## src/rtl/fetch_queue_if.sv

```systemverilog
// Signal bundle between fetch_queue and its surroundings: redirect/stall controls,
// the instruction-memory request/response channels and the fetch/decode outputs.
interface fetch_queue_if #(
    parameter int XLEN = 32
);
    logic            stall;
    logic            br_en;
    logic [XLEN-1:0] br_addr;
    logic            im_req_valid;
    logic [XLEN-1:0] im_req_addr;
    logic            im_req_ready;
    logic            im_rsp_valid;
    logic [XLEN-1:0] im_rsp_data;
    logic            fd_valid;
    logic [XLEN-1:0] fd_pc;
    logic [XLEN-1:0] fd_instr;

    // Request channel: a transfer happens on a rising edge where im_req_valid and
    // im_req_ready are both high; once raised, valid and addr hold until that edge
    // except in a br_en cycle. Responses are in order, one per cycle, with no ready.
    modport master (
        input  stall, br_en, br_addr, im_req_ready, im_rsp_valid, im_rsp_data,
        output im_req_valid, im_req_addr, fd_valid, fd_pc, fd_instr
    );

    modport slave (
        output stall, br_en, br_addr, im_req_ready, im_rsp_valid, im_rsp_data,
        input  im_req_valid, im_req_addr, fd_valid, fd_pc, fd_instr
    );
endinterface

```

## src/rtl/fetch_queue.sv

```systemverilog
// Instruction fetch queue: credit-limited requests, in-order response tagging,
// stale-response discard after redirects and a registered fetch/decode stage.
module fetch_queue #(
    parameter int              XLEN     = 32,
    parameter int              DEPTH    = 4,
    parameter logic [XLEN-1:0] RESET_PC = '0
) (
    input logic           clock,
    input logic           reset,
    fetch_queue_if.master bus
);

    localparam int             AW      = $clog2(DEPTH);
    localparam int             CW      = AW + 2;
    localparam logic [CW-1:0]  CNT_MAX = '1;
    localparam logic [CW:0]    DEPTH_C = (CW + 1)'(DEPTH);

    logic            run_q;
    logic [XLEN-1:0] fetch_pc_q, fetch_pc_d;
    logic [XLEN-1:0] rsp_pc_q, rsp_pc_d;
    logic [CW-1:0]   occ_q, occ_d;
    logic [CW-1:0]   live_q, live_d;
    logic [CW-1:0]   discard_q, discard_d;
    logic [AW-1:0]   wptr_q, wptr_d;
    logic [AW-1:0]   rptr_q, rptr_d;
    logic            fd_valid_q, fd_valid_d;
    logic [XLEN-1:0] fd_pc_q, fd_pc_d;
    logic [XLEN-1:0] fd_instr_q, fd_instr_d;

    logic [XLEN-1:0] pc_mem    [DEPTH];
    logic [XLEN-1:0] instr_mem [DEPTH];

    logic          req_valid;
    logic          req_fire;
    logic          rsp_live;
    logic          rsp_drop;
    logic          push;
    logic          pop;
    logic [CW+1:0] stale_add;
    logic [CW+1:0] stale_net;
    logic [CW-1:0] stale_cnt;

    // run_q keeps the request channel quiet until the first edge after reset.
    assign req_valid = run_q && (({1'b0, occ_q} + {1'b0, live_q}) < DEPTH_C);
    assign req_fire  = req_valid && bus.im_req_ready;
    assign rsp_live  = bus.im_rsp_valid && (discard_q == '0);
    assign rsp_drop  = bus.im_rsp_valid && (discard_q != '0);
    assign push      = rsp_live && !bus.br_en;
    assign pop       = !bus.stall && !bus.br_en && (occ_q != '0);

    // Everything still in flight after a redirect edge becomes stale.
    assign stale_add = {2'b00, discard_q} + {2'b00, live_q} + {{(CW + 1){1'b0}}, req_fire};
    assign stale_net = stale_add - {{(CW + 1){1'b0}}, (bus.im_rsp_valid && (stale_add != '0))};
    assign stale_cnt = (stale_net > {2'b00, CNT_MAX}) ? CNT_MAX : stale_net[CW-1:0];

    always_comb begin
        fetch_pc_d = fetch_pc_q;
        rsp_pc_d   = rsp_pc_q;
        occ_d      = occ_q;
        live_d     = live_q;
        discard_d  = discard_q;
        wptr_d     = wptr_q;
        rptr_d     = rptr_q;
        fd_valid_d = fd_valid_q;
        fd_pc_d    = fd_pc_q;
        fd_instr_d = fd_instr_q;

        if (bus.br_en) begin
            fetch_pc_d = bus.br_addr;
            rsp_pc_d   = bus.br_addr;
            occ_d      = '0;
            live_d     = '0;
            discard_d  = stale_cnt;
            wptr_d     = '0;
            rptr_d     = '0;
            fd_valid_d = 1'b0;
            fd_pc_d    = '0;
            fd_instr_d = '0;
        end else begin
            if (req_fire) begin
                fetch_pc_d = fetch_pc_q + XLEN'(4);
            end
            if (push) begin
                rsp_pc_d = rsp_pc_q + XLEN'(4);
                wptr_d   = wptr_q + 1'b1;
            end
            if (rsp_drop) begin
                discard_d = discard_q - 1'b1;
            end
            live_d = live_q + {{(CW - 1){1'b0}}, req_fire} - {{(CW - 1){1'b0}}, rsp_live};
            occ_d  = occ_q + {{(CW - 1){1'b0}}, push} - {{(CW - 1){1'b0}}, pop};

            // A stalled decode keeps its registers; otherwise take the head or go idle.
            if (!bus.stall) begin
                if (pop) begin
                    fd_valid_d = 1'b1;
                    fd_pc_d    = pc_mem[rptr_q];
                    fd_instr_d = instr_mem[rptr_q];
                    rptr_d     = rptr_q + 1'b1;
                end else begin
                    fd_valid_d = 1'b0;
                    fd_pc_d    = '0;
                    fd_instr_d = '0;
                end
            end
        end
    end

    always_ff @(posedge clock or negedge reset) begin
        if (!reset) begin
            run_q      <= 1'b0;
            fetch_pc_q <= RESET_PC;
            rsp_pc_q   <= RESET_PC;
            occ_q      <= '0;
            live_q     <= '0;
            discard_q  <= '0;
            wptr_q     <= '0;
            rptr_q     <= '0;
            fd_valid_q <= 1'b0;
            fd_pc_q    <= '0;
            fd_instr_q <= '0;
        end else begin
            run_q      <= 1'b1;
            fetch_pc_q <= fetch_pc_d;
            rsp_pc_q   <= rsp_pc_d;
            occ_q      <= occ_d;
            live_q     <= live_d;
            discard_q  <= discard_d;
            wptr_q     <= wptr_d;
            rptr_q     <= rptr_d;
            fd_valid_q <= fd_valid_d;
            fd_pc_q    <= fd_pc_d;
            fd_instr_q <= fd_instr_d;
        end
    end

    always_ff @(posedge clock) begin
        if (push) begin
            pc_mem[wptr_q]    <= rsp_pc_q;
            instr_mem[wptr_q] <= bus.im_rsp_data;
        end
    end

    assign bus.im_req_valid = req_valid;
    assign bus.im_req_addr  = fetch_pc_q;
    assign bus.fd_valid     = fd_valid_q;
    assign bus.fd_pc        = fd_pc_q;
    assign bus.fd_instr     = fd_instr_q;

endmodule
```

## src/flat_wrapper.sv

```systemverilog
// flat-port wrapper written by rule: the top's interface ports become plain ports
module fetch_queue_flat 
#(
    parameter int              XLEN     = 32,
    parameter int              DEPTH    = 4,
    parameter logic [XLEN-1:0] RESET_PC = '0
)
  (clock, reset, bus_stall, bus_br_en, bus_br_addr, bus_im_req_ready, bus_im_rsp_valid, bus_im_rsp_data, bus_im_req_valid, bus_im_req_addr, bus_fd_valid, bus_fd_pc, bus_fd_instr);
  fetch_queue_if #(.XLEN(XLEN)) bus_i ();
  input logic clock;
  input logic reset;
  input wire logic [$bits(bus_i.stall)-1:0] bus_stall;
  input wire logic [$bits(bus_i.br_en)-1:0] bus_br_en;
  input wire logic [$bits(bus_i.br_addr)-1:0] bus_br_addr;
  input wire logic [$bits(bus_i.im_req_ready)-1:0] bus_im_req_ready;
  input wire logic [$bits(bus_i.im_rsp_valid)-1:0] bus_im_rsp_valid;
  input wire logic [$bits(bus_i.im_rsp_data)-1:0] bus_im_rsp_data;
  output wire logic [$bits(bus_i.im_req_valid)-1:0] bus_im_req_valid;
  output wire logic [$bits(bus_i.im_req_addr)-1:0] bus_im_req_addr;
  output wire logic [$bits(bus_i.fd_valid)-1:0] bus_fd_valid;
  output wire logic [$bits(bus_i.fd_pc)-1:0] bus_fd_pc;
  output wire logic [$bits(bus_i.fd_instr)-1:0] bus_fd_instr;
  assign bus_i.stall = bus_stall;
  assign bus_i.br_en = bus_br_en;
  assign bus_i.br_addr = bus_br_addr;
  assign bus_i.im_req_ready = bus_im_req_ready;
  assign bus_i.im_rsp_valid = bus_im_rsp_valid;
  assign bus_i.im_rsp_data = bus_im_rsp_data;
  assign bus_im_req_valid = bus_i.im_req_valid;
  assign bus_im_req_addr = bus_i.im_req_addr;
  assign bus_fd_valid = bus_i.fd_valid;
  assign bus_fd_pc = bus_i.fd_pc;
  assign bus_fd_instr = bus_i.fd_instr;
  fetch_queue #(.XLEN(XLEN), .DEPTH(DEPTH), .RESET_PC(RESET_PC)) u_core (.clock(clock), .reset(reset), .bus(bus_i));
endmodule
```

## config.mk

```make
export PLATFORM = sky130hd
export DESIGN_NAME = fetch_queue_flat
export DESIGN_NICKNAME = d
export VERILOG_FILES = /design/src/rtl/fetch_queue_if.sv /design/src/rtl/fetch_queue.sv /design/src/flat_wrapper.sv
export SDC_FILE = /design/constraint.sdc
export NUM_CORES = 1
export LEC_CHECK = 0
export CORE_MARGIN = 1
export CORE_UTILIZATION = 38
export DETAILED_ROUTE_END_ITERATION = 16
export GPL_ROUTABILITY_DRIVEN = 0
export GPL_TIMING_DRIVEN = 0
export SYNTH_ARGS = -nofsm -noshare
export SYNTH_HDL_FRONTEND = slang
export SYNTH_SLANG_ARGS = --single-unit
```

## constraint.sdc

```tcl
create_clock -name clock -period 3.3 [get_ports clock]
set_input_delay 0.495 -clock clock [delete_from_list [all_inputs] [get_ports clock]]
set_output_delay 0.495 -clock clock [all_outputs]
set_load 0.01 [all_outputs]
```

-- After elaboration in Yosys (flattened, before gate mapping)
Memories as Yosys holds them, arrays and structs flattened.
Cells that the tools add are included.
Widths: inputs -> output; s select.
- flip-flop bits (word level): 146
- bits in writable memories: 256
- output and inout port bits: 98
- logic and storage cells: 73
- memories: 2
- add/subtract/negate cells: 13
- $lt $le $gt $ge: 2
- eq/ne operators: 1
- multiplexer cells: 25
- reductions and logical operators: 19
- memory list (name ; words ; bits a word ; read ports ; clocked after Yosys merged registers in ; write ports ; line ; text):
    u_core.instr_mem ; 4 ; 32 ; 1 ; 0 ; 1 ; fetch_queue.sv:31 ; logic [XLEN-1:0] instr_mem [DEPTH];
    u_core.pc_mem ; 4 ; 32 ; 1 ; 0 ; 1 ; fetch_queue.sv:30 ; logic [XLEN-1:0] pc_mem [DEPTH];
- operators by type and width (operator ; count):
    $mux 32 ; 10
    $add 32x3->32 const B ; 2
    $mux 4 ; 5
    $add 4x4->5 ; 2
    $mux 2 ; 5
    $add 4x1->4 ; 2
    $logic_and 1x1->1 ; 8
    $reduce_bool 2->1 ; 4
    $reduce_bool 4->1 ; 2
    $sub 4x1->4 ; 2
    $add 6x1->6 ; 1
    $gt 6x4->1 const B ; 1
    $reduce_bool 6->1 ; 1
    $sub 6x1->6 ; 1
    $lt 5x3->1 const B ; 1
    $mux 1 ; 5
    $add 2x1->2 const B ; 2
    $logic_not 4->1 ; 1
    $sub 4x1->4 const B ; 1
    $logic_not 1->1 ; 2
    $ne 2x1->1 const B ; 1
    $reduce_and 2->1 ; 1

-- Depth between registers and ports, before layout
Gate-level depths: netlist of run 1.
- word-level depth: 11
- depth in mapped cells: 17

-- Least setup slack after synthesis of run 1
No wires, ideal clock.
- kind: reg2reg
- start point: register u_core.live_q[1]
- end point: register u_core.discard_q[0]
- setup time: 0.081 ns
- arrival time: 3.505 ns
- path slack: -0.285 ns
- cell stages (with the launch flop): 17
- cell sequence: dfrtp_1 ha_1 nor4b_1 and4_1 buf_2 ha_1 nand2_1 and3_2 o21bai_1 a41oi_1 ha_1 nor2b_1 a2111oi_0 a31oi_1 mux2i_1 or4_4 o211ai_2
- longest elaborated chain between the ends: 11
- elaborated cells between the ends (all ways): 12
- those cells by class: add/sub: 4; order compare: 2; mux: 2; reduce/logical: 4
- ends and longest elaborated chain (what ; line ; text):
    start, declared ; fetch_queue.sv:22 ; logic [CW-1:0] live_q, live_d;
    start signal, assigned ; fetch_queue.sv:127 ; live_q <= live_d;
    $add 4x4->5 ; fetch_queue.sv:44 ; assign req_valid = run_q && (({1'b0, occ_q} + {1'b0, live_q}) < DEPTH_C);
    $lt 5x3->1 ; fetch_queue.sv:44 ;
    $logic_and 1x1->1 ; fetch_queue.sv:44 ;
    $logic_and 1x1->1 ; fetch_queue.sv:45 ; assign req_fire = req_valid && bus.im_req_ready;
    $add 6x1->6 (*) ; fetch_queue.sv:52 ; assign stale_add = {2'b00, discard_q} + {2'b00, live_q} + {{(CW + 1){1'b0}}, req_fire};
    $reduce_bool 6->1 ; fetch_queue.sv:53 ; assign stale_net = stale_add - {{(CW + 1){1'b0}}, (bus.im_rsp_valid && (stale_add != '0))};
    $logic_and 1x1->1 ; fetch_queue.sv:53 ;
    $sub 6x1->6 (*) ; fetch_queue.sv:53 ;
    $gt 6x4->1 ; fetch_queue.sv:54 ; assign stale_cnt = (stale_net > {2'b00, CNT_MAX}) ? CNT_MAX : stale_net[CW-1:0];
    $mux 4 (*) ; fetch_queue.sv:54 ;
    $mux 4 (*) ; fetch_queue.sv:68 ; if (bus.br_en) begin
    end signal, assigned ; fetch_queue.sv:128 ; discard_q <= discard_d;
    end, declared ; fetch_queue.sv:23 ; logic [CW-1:0] discard_q, discard_d;
Mark *: on every way between the ends. The rest lies on a longest branch, timed or not.
A chain may end at the register's enable or synchronous reset.

-- Worst setup path in the final report of run 1
- start point: register u_core.occ_q[1]
- end point: register u_core.discard_q[0]
- longest elaborated chain between the ends: 11
- ends and longest elaborated chain (what ; line ; text):
    start, declared ; fetch_queue.sv:21 ; logic [CW-1:0] occ_q, occ_d;
    start signal, assigned ; fetch_queue.sv:114 ; occ_q <= '0;
    start signal, assigned ; fetch_queue.sv:126 ; occ_q <= occ_d;
    $add 4x4->5 (*) ; fetch_queue.sv:44 ;
    $lt 5x3->1 (*) ; fetch_queue.sv:44 ;
    $logic_and 1x1->1 (*) ; fetch_queue.sv:44 ;
    $logic_and 1x1->1 (*) ; fetch_queue.sv:45 ;
    $add 6x1->6 (*) ; fetch_queue.sv:52 ;
    $reduce_bool 6->1 ; fetch_queue.sv:53 ;
    $logic_and 1x1->1 ; fetch_queue.sv:53 ;
    $sub 6x1->6 (*) ; fetch_queue.sv:53 ;
    $gt 6x4->1 ; fetch_queue.sv:54 ;
    $mux 4 (*) ; fetch_queue.sv:54 ;
    $mux 4 (*) ; fetch_queue.sv:68 ;
Marked as above.

==> results of run 1 <==
-- area by class of cell --
type / instances / area share
plain buffers: 45 / 0.009296
multi-input cells: 501 / 0.2409
repair buffers: 185 / 0.09223
clock buffers: 65 / 0.06078
clock inverters: 17 / 0.008330
flip-flops and latches: 402 / 0.5473
inverters: 35 / 0.006338
well taps: 577 / 0.03483
-- final timing paths --
path / startpoint / to / slack (ns)
worst max-delay path: u_core.occ_q[1] / u_core.discard_q[0] / -0.12
min in group asynchronous: reset / u_core.bus.fd_instr[12] / 0.44
worst max register to register: u_core.occ_q[1] / u_core.discard_q[0] / -0.12
worst min-delay path: bus_br_en / u_core.live_q[1] / 0.39
max in group asynchronous: reset / u_core.discard_q[0] / 1.96
worst min register to register: u_core.bus.fd_instr[5] / u_core.bus.fd_instr[5] / 0.50
-- per-layer routing --
| metal | track usage | up-vias |
|---|---|---|
| met5 | 0 | - |
| met4 | 0.05109 | 0 |
| met3 | 0.03263 | 58 |
| met2 | 0.2803 | 221 |
| met1 | 0.2387 | 4666 |
| li1 | - | 4234 |
-- cell usage after synthesis, drive strengths merged, types with 3 or more instances --
| master | instances |
|---|---|
| fa | 3 |
| o21ai | 7 |
| mux2 | 47 |
| and2 | 4 |
| a21o | 6 |
| nor2b | 7 |
| nor4 | 9 |
| mux4 | 64 |
| ha | 28 |
| xnor2 | 47 |
| o211ai | 3 |
| nor3 | 13 |
| buf | 22 |
| nor2 | 35 |
| a21oi | 19 |
| mux2i | 5 |
| xor2 | 27 |
| nand4 | 8 |
| and3 | 15 |
| nand3 | 33 |
| nand2 | 33 |
| a22o | 64 |
| dfrtp | 146 |
| clkbuf | 24 |
| inv | 35 |
| edfxtp | 256 |
-- sequential cells by signal (all words and copies together), names as in the netlist, 32 cells and up --
name	flops
u_core.instr_mem	128
u_core.rsp_pc_q	32
u_core.bus.fd_pc	32
u_core.pc_mem	128
u_core.bus.im_req_addr	32
u_core.bus.fd_instr	32
-- through the flow --
stage	instance area [µm²]	power, mW	hold slack, ns	worst slack [ns]	std cells
after floorplan	16540	8.309	0.1994	0.005868	984
after global placement	18930	9.475	0.4596	-5.085	1727
after detailed placement	19090	9.535	0.4598	-0.3565	1732
after CTS	20650	14.59	0.3688	-0.09033	1823
after global routing	20730	15.20	0.3993	-0.2701	1827
final	20730	14.50	0.3863	-0.1161	1827
-- repair_timing --
item	in CTS	in global routing
hold endpoints to repair	52	0
setup endpoints to repair	4	4
resized for setup	16	10
hold buffers	1	0
pin swaps	13	11
setup buffers	8	5
-- cells in the final DEF, fill, tap and decap left out, types with 31 or more instances in the layout --
cell type / netlist / layout
a22o_1: 64 / 64
clkbuf_1: 24 / 37
clkbuf_16: 0 / 44
clkdlybuf4s50_1: 0 / 165
dfrtp_1: 146 / 143
edfxtp_1: 256 / 256
inv_1: 35 / 34
mux2_2: 47 / 47
mux4_2: 64 / 64
nand2_1: 32 / 31
nand3_1: 33 / 32
nor2_1: 35 / 35
xnor2_1: 47 / 47
-- power breakdown --
| part | internal (mW) | switching (mW) |
|---|---|---|
| combinational | 1.89 | 1.67 |
| sequential | 5.76 | 0.340 |
| clock | 2.83 | 2.02 |
| total | 10.5 | 4.03 |
-- cells by family (layout without fill, tap and decap cells) --
kind of cell / Yosys count / count (layout) / synth area share
compound gates: 110 / 110 / 0.05220
xor+xnor: 74 / 74 / 0.03975
fa+ha+maj: 31 / 31 / 0.02488
buf+inv: 81 / 347 / 0.01957
flops: 402 / 402 / 0.6877
mux: 116 / 116 / 0.1225
other cells: 1 / 1 / 0.0002274
simple gates: 169 / 169 / 0.05318
==> impl_results.md, run 1 <==
- Register bit count reported by yosys: about 400
- Dominant cell type by area after synthesis: edfxtp_1
- Area of the multi-input gates: between 4000 and 5000 µm²
- TritonCTS clock tree: done
- Chip width: approximately 210 µm
- Critical path's largest stage delay: approximately 0.57 ns
- Setup crit end kind: flip-flop
- Uppermost routed layer: met4
- Top-level port count: roughly 170
- Count of warnings emitted by yosys: 0
- Die height: roughly 210 µm
- Root Driver: clkbuf_16
- Post-route core utilization: 0.4887
- N_diodes: 0
- Max-Cap Viols: 0
- Drt first-iter violations: 528
- Number of CTS-inserted buffers: 44
- DRC violation count after routing: 0
- Maximum number of pins on one net before global-route repair: 95
- Setup-failing EPs final: 4
- Total negative setup slack: -0.4517 ns
- Max-slew headroom: 0.3736
- Final number of max-transition violations: 0
- Routed wl met2: about 18000 µm
- Post-Syn Area: 16490 µm²
- Final Skew: 0.01949 ns
- Number of vias per cell: 5.024
- Critical Path Fanout Max: 4
- Seq. cell area: between 10000 and 15000 µm²
- Number of antenna violations at the first check in global routing: 0
- H-tree depth: 2
- Clock sink count: 402
- Number of fill cells: 3665
- Sequential area share after synthesis: 0.6877
- Worst hold path cell count: 2
- Layout overhead on the synthesized area: 25.69%
- Cell repeated most along the worst path: ha_4
- Hold Crit Class: input port to flip-flop
- Min cycle time layout: 3.416 ns
- Maximum buffer depth of the clock tree: 3
- Arrival time reported for the critical path endpoint: approximately 3.9 ns
- Unrepaired setup endpoints after global routing: true
- Count of input and output buffers: roughly 170
- Max IR drop VDD: about 0.00032 V
- Fraction of layout instances using a drive strength above 1: 0.1960
- Transition time at the pin with the least slew margin: between 0.9 and 1 ns
- Worst-case reg-to-reg path depth: 15
- Remaining Overflow, GRT: 0
- Outcome: finished with violations
- Cell family with the largest share of critical-path delay: simple AND/OR/NAND/NOR gates
- Reg clk slew, reported paths: approximately 0.06 ns
- Critical path's slowest cell: or4_4
- Core Rows: 75
- Starting density of the core: 0.3888
- Number of global-route vias before repair: between 9000 and 10000
- Fin worst setup slack: -0.1161 ns
- Startpoint type of the worst setup path: flip-flop
- Clock latency on the worst-skew pair: around 0.57 ns
- Floorplan Core Area: 42420 µm²
- Layout net count: 1315
- Global-route total usage across every layer: 0.1734
- Number of cells produced by synthesis: about 980
- Number of different library cells in the post-synthesis netlist: 53
- Count of nets left with antenna violations after detail routing: 0
- Die ar.: 44240 µm²
- Cells traversed along the worst timing path: ha_4 > nor4b_4 > and4_4 > ha_4 > nand2_4 > and3_4 > o21bai_1 > a41oi_1 > ha_2 > nor2b_4 > a2111oi_4 > a31oi_1 > mux2i_1 > or4_4 > o211ai_2
- Synthesized area divided by synthesized cell count: 16.76 µm²
- Number of vias in the routed layout: 9179
- Buf+Inv Stages, Crit Path: 0
- Synth top area cells: edfxtp_1 47%, dfrtp_1 22%, mux4_2 8.7%, a22o_1 3.4%, mux2_2 3.2%
- Period utilisation layout: 1.035
- Overall routed net length: 37170 µm
- Number of failing hold endpoints at the final stage: 0
- Synthesized Nets: ~1100
- Proportion of netlist area held by the largest area contributor: 0.4661
- Half-perimeter wire length of the detailed placement result: 23840 µm
- Share of async-settable or async-resettable flops after synthesis: 0.3632
- WL per Instance: between 20 and 25 µm
- Endpoint required time on the critical path: between 3 and 4 ns
- FMAX: 292.7 MHz
- Total power divided by cell area: 699.7 nW/µm²
- Routed metal-1 wire length: 16960 µm
- Detail Route met3 WL: ~1700 µm
- Global-route wire length before repair: about 58000 µm
- Main synth FF type: edfxtp_1
- Depth of the critical timing path with buffers and inverters included: 15
- First-pass detailed-route iteration total: 4
- CP Class: flip-flop to flip-flop
- Violated checks: negative setup slack
- Number of synthesized flops with an enable pin: around 260
- Pleak: 7.481 nW
No activity file was read; power rests on OpenSTA's default activity.
==> run 2: changes to the inputs <==
Settings changed: CORE_MARGIN 1 to unset.
Clock period 3.3 ns to 2.9 ns, I/O delays scaled along.
==> run 2 against run 1 <==
The run still ends with negative setup slack left. Final cell count shrank 0.16%. Hold slack got worse by 0.042 ns. Via count is 0.35% higher. Flip-flop and latch count stayed put. Worst setup slack worse by 0.42 ns. Routed wire length about the same. Sequential power is 14% higher. Power rose by 14%. Combinational power is 13% higher. First-iteration DRC count is 14% lower. Clock power up 14%. Cell area hardly changed.
==> impl_results.md, run 2 (same netlist as run 1, synthesis figures left out) <==
- Sequential power share: 0.420
- Remaining Overflow, GRT: 0
- Maximum number of pins on one net before global-route repair: 98
- Number of vias in the routed layout: slightly above 9000
- Number of antenna violations at the first check in global routing: 0
- Buf+Inv Stages, Crit Path: 2
- Switching pwr: about 4.6 mW
- Int Power: 11.92 mW
- Starting density of the core: 0.3888
- Violated checks: negative setup slack
- Total negative setup slack: -2.108 ns
- Min cycle time layout: roughly 3.4 ns
- Reg clk slew, reported paths: approximately 0.060 ns
- Startpoint type of the worst setup path: flip-flop
- N_diodes: 0
- First-pass detailed-route iteration total: 4
- Die ar.: around 44000 µm²
- Count of nets left with antenna violations after detail routing: 0
- Final Skew: around 0.022 ns
- Max-Cap Viols: 0
- Global-route total usage across every layer: 0.1717
- Maximum buffer depth of the clock tree: 3
- Max-slew headroom: 0.3197
- Total power divided by cell area: between 700 and 800 nW/µm²
- Critical Path Fanout Max: 4
- Fin worst setup slack: -0.5321 ns
- Most common library cell in the layout ignoring fill and taps: edfxtp_1
- Fraction of layout instances using a drive strength above 1: 0.1981
- Relative contribution of the clock network to total power: 0.335
- H-tree depth: 2
- Number of fill cells: roughly 3600
- Final number of max-transition violations: 0
- Number of vias per cell: approximately 5.0
- TritonCTS clock tree: done
- DRC violation count after routing: 0
- Setup-failing EPs final: 4
- Pleak: approximately 7.5 nW
- Die height: roughly 210 µm
- Largest registers: u_core.instr_mem x128, u_core.pc_mem x128
- Number of global-route vias before repair: 9744
- Layout net count: 1313
- Critical path's largest stage delay: ~0.57 ns
- Layout overhead on the synthesized area: 25.65%
- Endpoint required time on the critical path: about 3.4 ns
- Drt first-iter violations: approximately 450
- Transition time at the pin with the least slew margin: 1.020 ns
- Floorplan Core Area: 42420 µm²
- Proportion of power drawn by combinational gates: 0.244
- Clock latency on the worst-skew pair: ~0.57 ns
- Number of failing hold endpoints at the final stage: 0
- Core Rows: 75
- Overall routed net length: 37140 µm
- Cell family with the largest share of critical-path delay: simple AND/OR/NAND/NOR gates
- Critical path's slowest cell: or4_4
- Max IR drop VDD: 0.0003834 V
- Period utilisation layout: 1.183
- Number of CTS-inserted buffers: 43
- Setup crit end kind: flip-flop
- Root Driver: clkbuf_16
- Clock sink count: approximately 400
- Commonest cells after routing, fill and taps aside: 256 x edfxtp_1, 165 x clkdlybuf4s50_1, 145 x dfrtp_1
- Count of input and output buffers: 166
- Half-perimeter wire length of the detailed placement result: roughly 24000 µm
- Chip width: roughly 210 µm
- Global-route wire length before repair: around 57000 µm
- Unrepaired setup endpoints after global routing: true
- Hold Crit Class: input port to flip-flop
- Outcome: finished with violations
- CP Class: flip-flop to flip-flop
- Arrival time reported for the critical path endpoint: 3.91 ns
- WL per Instance: slightly above 20 µm
- Cell repeated most along the worst path: ha_4
- Post-route insts no fill: between 1500 and 2000
- Sw Ratio: 0.2774
- Top-level port count: between 150 and 200
- Placed Cells incl. Taps: between 1500 and 2000
- Cells traversed along the worst timing path: ha_4 > nor4b_4 > and4_1 > buf_6 > ha_4 > ha_4 > and3_4 > o21bai_1 > a41oi_1 > ha_2 > ha_4 > inv_4 > nor4_2 > a32o_2 > or4_4 > o211ai_2
- FMAX: between 200 and 300 MHz
==> run 2: cell types whose count changed in the layout (fill, tap and decap cells not counted), sizes merged <==
cell and delta:
buf -1, bufinv +2, clkbuf -15, clkinv +12, inv -1
==> run 2: worst register-to-register path: cells and delay by family, from the launching register on <==
kind	cells	cell delay [ns]
compound gates	4	0.56
fa+ha+maj	5	0.91
buf+inv	2	0.18
flops	1	0.43
simple gates	5	1.29
==> run 2: metrics by stage <==
step                      utilization  hold WS [ns]  worst slack, ns  total power, mW  instance area [µm²]
after floorplan                     -        0.1394          -0.3439            9.501                16580
after detailed placement       0.4508        0.3800          -0.6865            10.91                19120
after global placement         0.4471        0.4574           -6.068            10.83                18960
after global routing           0.4886        0.3452          -0.6449            17.30                20720
after CTS                      0.4881        0.3103          -0.5646            16.70                20700
final                          0.4886        0.3445          -0.5321            16.50                20720
==> run 2: final cells by class <==
type                    instances  area (µm²)  share of cell area
multi-input cells             501        4977              0.2402
repair buffers                184        1908             0.09208
inverters                      35       133.9            0.006461
well taps                     577       721.9             0.03484
flip-flops and latches        402       11340              0.5473
plain buffers                  45       206.4            0.009963
clock buffers                  50        1164             0.05615
clock inverters                30       269.0             0.01298
==> run 2: path summary, 6_finish.rpt <==
kind                                     start                      end  slack, ns  cells past startpoint
max                            u_core.occ_q[1]      u_core.discard_q[0]      -0.53                     16
min                                  bus_br_en          u_core.occ_q[0]       0.34                      2
max reg2reg                    u_core.occ_q[1]      u_core.discard_q[0]      -0.53                     16
min reg2reg                u_core.bus.fd_valid      u_core.bus.fd_valid       0.48                      1
max in group asynchronous                reset     u_core.bus.fd_pc[12]       1.60                      3
min in group asynchronous                reset  u_core.bus.fd_instr[15]       0.38                      2
==> run 2: repair_timing <==
action / in CTS / in global routing
resized for setup: 12 / 8
hold buffers: 1 / 0
setup buffers: 11 / 1
hold endpoints to repair: 49 / 0
pin swaps: 15 / 10
setup endpoints to repair: 7 / 51
==> run 2: per-layer routing <==
layer	vias up	global-route usage	part of all wire	wire [µm]
li1	4240	-	-	-
met1	4720	0.2408	0.47	17320
met2	198	0.2737	0.47	17440
met3	53	0.03442	0.046	1706
met4	0	0.04505	0.018	676
met5	-	0	0	0
==> run 2: power by group through the flow <==
stage	sequential [mW]	combinational, mW	clock [mW]
2_1_floorplan	7.05	2.45	0
3_3_place_gp	7.05	3.78	0
3_5_place_dp	7.06	3.84	0
4_1_cts	6.94	4.08	5.69
5_1_grt	6.99	4.40	5.91
6_report	6.93	4.03	5.54
==> run 3: changes to the inputs <==
Settings changed: CAP_MARGIN set to 5, PLACE_DENSITY set to 0.69.
==> run 3 against run 2 <==
The run still ends with negative setup slack left. Routed wire length down 1.2%. Worst setup slack worse by 0.0041 ns. Global-route usage down 0.25 points. Clock skew down 0.0062 ns. Hold slack better by 0.0055 ns. Via count up 2.0%. Flip-flop and latch count unchanged. Clock-buffer cell count up 8. Sequential power about the same. Critical path type unchanged. Largest power group unchanged.
==> impl_results.md, run 3 (same netlist as run 1, synthesis figures left out) <==
- Outcome: finished with violations
- Violated checks: negative setup slack
- Max-Cap Viols: 0
- Sequential power share: 0.420
- Max IR drop VDD: around 0.00046 V
- Cell repeated most along the worst path: ha_4
- DRC violation count after routing: 0
- Min cycle time layout: 3.436 ns
- Root Driver: clkbuf_16
- Number of failing hold endpoints at the final stage: 0
- Post-route insts no fill: between 1500 and 2000
- Number of antenna violations at the first check in global routing: 0
- Fraction of layout instances using a drive strength above 1: 0.1890
- Global-route total usage across every layer: 0.1692
- Int Power: roughly 12 mW
- Overall routed net length: 36680 µm
- Endpoint required time on the critical path: roughly 3.4 ns
- Maximum number of pins on one net before global-route repair: 85
- Count of input and output buffers: about 170
- Starting density of the core: 0.3888
- Number of global-route vias before repair: 9906
- Setup crit end kind: flip-flop
- Critical path's slowest cell: or4_4
- Remaining Overflow, GRT: 0
- CP Class: flip-flop to flip-flop
- Die height: 210.3 µm
- Period utilisation layout: 1.185
- Cells traversed along the worst timing path: ha_4 > nor4b_4 > and4_1 > buf_6 > ha_4 > ha_4 > and3_4 > o21bai_4 > a41oi_2 > ha_2 > ha_4 > inv_2 > nor4_1 > a32o_1 > or4_4 > o211ai_2
- Transition time at the pin with the least slew margin: approximately 0.92 ns
- Layout overhead on the synthesized area: 25.71%
- Area of the multi-input gates: 4992 µm²
- Total power divided by cell area: between 700 and 800 nW/µm²
- Count of nets left with antenna violations after detail routing: 0
- Seq. cell area: around 11000 µm²
- Critical Path Fanout Max: 5
- Number of vias in the routed layout: ~9400
- Die ar.: 44240 µm²
- Reg clk slew, reported paths: around 0.06 ns
- Hold Crit Class: input port to flip-flop
- Largest registers: u_core.instr_mem x128, u_core.pc_mem x128
- Clock sink count: roughly 400
- Number of CTS-inserted buffers: 44
- Number of fill cells: 3604
- Layout net count: between 1000 and 1500
- Number of vias per cell: between 5 and 6
- Startpoint type of the worst setup path: flip-flop
- Maximum buffer depth of the clock tree: 3
- Global-route wire length before repair: 56630 µm
- Cell family with the largest share of critical-path delay: simple AND/OR/NAND/NOR gates
- Arrival time reported for the critical path endpoint: 3.90 ns
- Clock latency on the worst-skew pair: around 0.56 ns
- Final Skew: 0.01568 ns
- FMAX: slightly below 300 MHz
- First-pass detailed-route iteration total: 5
- Critical path's largest stage delay: between 0.5 and 0.6 ns
- Chip width: between 200 and 250 µm
- Proportion of power drawn by combinational gates: 0.247
- Core Rows: 75
- H-tree depth: 2
- Switching pwr: ~4.5 mW
- Final Total Pwr: around 16 mW
- Sw Ratio: 0.2741
- Placed Cells incl. Taps: 1732
- Unrepaired setup endpoints after global routing: true
- Floorplan Core Area: 42420 µm²
- Half-perimeter wire length of the detailed placement result: roughly 24000 µm
- WL per Instance: 20.08 µm
- Commonest cells after routing, fill and taps aside: 256 x edfxtp_1, 165 x clkdlybuf4s50_1, 145 x dfrtp_1
- Setup-failing EPs final: 4
- Total negative setup slack: -2.098 ns
- Most common library cell in the layout ignoring fill and taps: edfxtp_1
- Hold Slack: 0.3500 ns
- Pleak: 7.483 nW
- Max-slew headroom: 0.3878
- Buf+Inv Stages, Crit Path: 2
- Final number of max-transition violations: 0
- Fin worst setup slack: -0.5362 ns
- Top-level port count: about 170
- TritonCTS clock tree: done
- Relative contribution of the clock network to total power: 0.333
- Drt first-iter violations: roughly 480
run 3: changes by cell type in the layout (fill, tap and decap cells not counted), moves of 2 or more:
| cell | previous run | this run |
|---|---|---|
| clkbuf_1 | 23 | 33 |
| clkbuf_16 | 44 | 46 |
| clkinvlp_4 | 2 | 4 |
| clkinv_2 | 13 | 4 |
| clkinv_1 | 7 | 9 |
| clkbuf_8 | 4 | 0 |
| buf_4 | 13 | 15 |
| inv_6 | 2 | 0 |
run 3: worst reg2reg max path, stage by stage, from the launching register on:
cell,delay [ns]
dfrtp_1,0.43
ha_4,0.19
nor4b_4,0.27
and4_1,0.24
buf_6,0.12
ha_4,0.17
ha_4,0.15
and3_4,0.19
o21bai_4,0.11
a41oi_2,0.12
ha_2,0.23
ha_4,0.18
inv_2,0.06
nor4_1,0.04
a32o_1,0.21
or4_4,0.56
o211ai_2,0.08
run 3: timing repair:
item / 4_1_cts / 5_1_grt
pin swaps: 12 / 8
gates resized for setup: 9 / 7
endpoints found under the setup margin: 7 / 19
endpoints found under the hold margin: 62 / 0
hold buffers: 1 / 0
cloned: 0 / 0
setup buffers: 9 / 4
run 3: worst paths after layout:
kind	cells after the start	startpoint	slack (ns)	end
max in group asynchronous	3	reset	1.60	u_core.rsp_pc_q[31]
worst min register to register	1	u_core.bus.fd_instr[8]	0.50	u_core.bus.fd_instr[8]
worst min-delay path	2	bus_br_en	0.35	u_core.occ_q[0]
worst max register to register	16	u_core.occ_q[1]	-0.54	u_core.discard_q[2]
worst max-delay path	16	u_core.occ_q[1]	-0.54	u_core.discard_q[2]
min in group asynchronous	2	reset	0.41	u_core.bus.fd_instr[15]
run 3: final cells by class:
type,count,share of cell area
buffer,45,0.009777
sequential,402,0.5471
inverter,35,0.006337
tap,577,0.03482
timing repair buffer,185,0.09221
antenna,1,0.0001207
clock inverter,23,0.01116
clock buffer,58,0.05769
multi-input combinational,501,0.2408
run 3: routing by layer:
layer / wire length (µm) / vias to the layer above / global-route usage / share of wire
met3: 1911 / 60 / 0.03114 / 0.052
met4: 874 / 0 / 0.05663 / 0.024
met2: 17570 / 253 / 0.2770 / 0.48
li1: - / 4235 / - / -
met1: 16320 / 4848 / 0.2276 / 0.45
met5: 0 / - / 0 / 0
run 3: power groups by stage:
stage / combinational (mW) / clock (mW) / sequential (mW)
after floorplan: 2.45 / 0 / 7.05
after global placement: 3.76 / 0 / 7.04
after detailed placement: 3.84 / 0 / 7.05
after CTS: 4.00 / 5.66 / 6.93
after global routing: 4.45 / 5.85 / 6.99
final: 4.08 / 5.48 / 6.93
run 3: per-stage QoR:
step	cell area, µm²	utilization	setup WS, ns
after floorplan	16580	-	-0.3439
after global placement	18960	0.4471	-5.883
after detailed placement	19120	0.4508	-0.7156
after CTS	20670	0.4873	-0.5717
after global routing	20730	0.4887	-0.6677
final	20730	0.4888	-0.5362
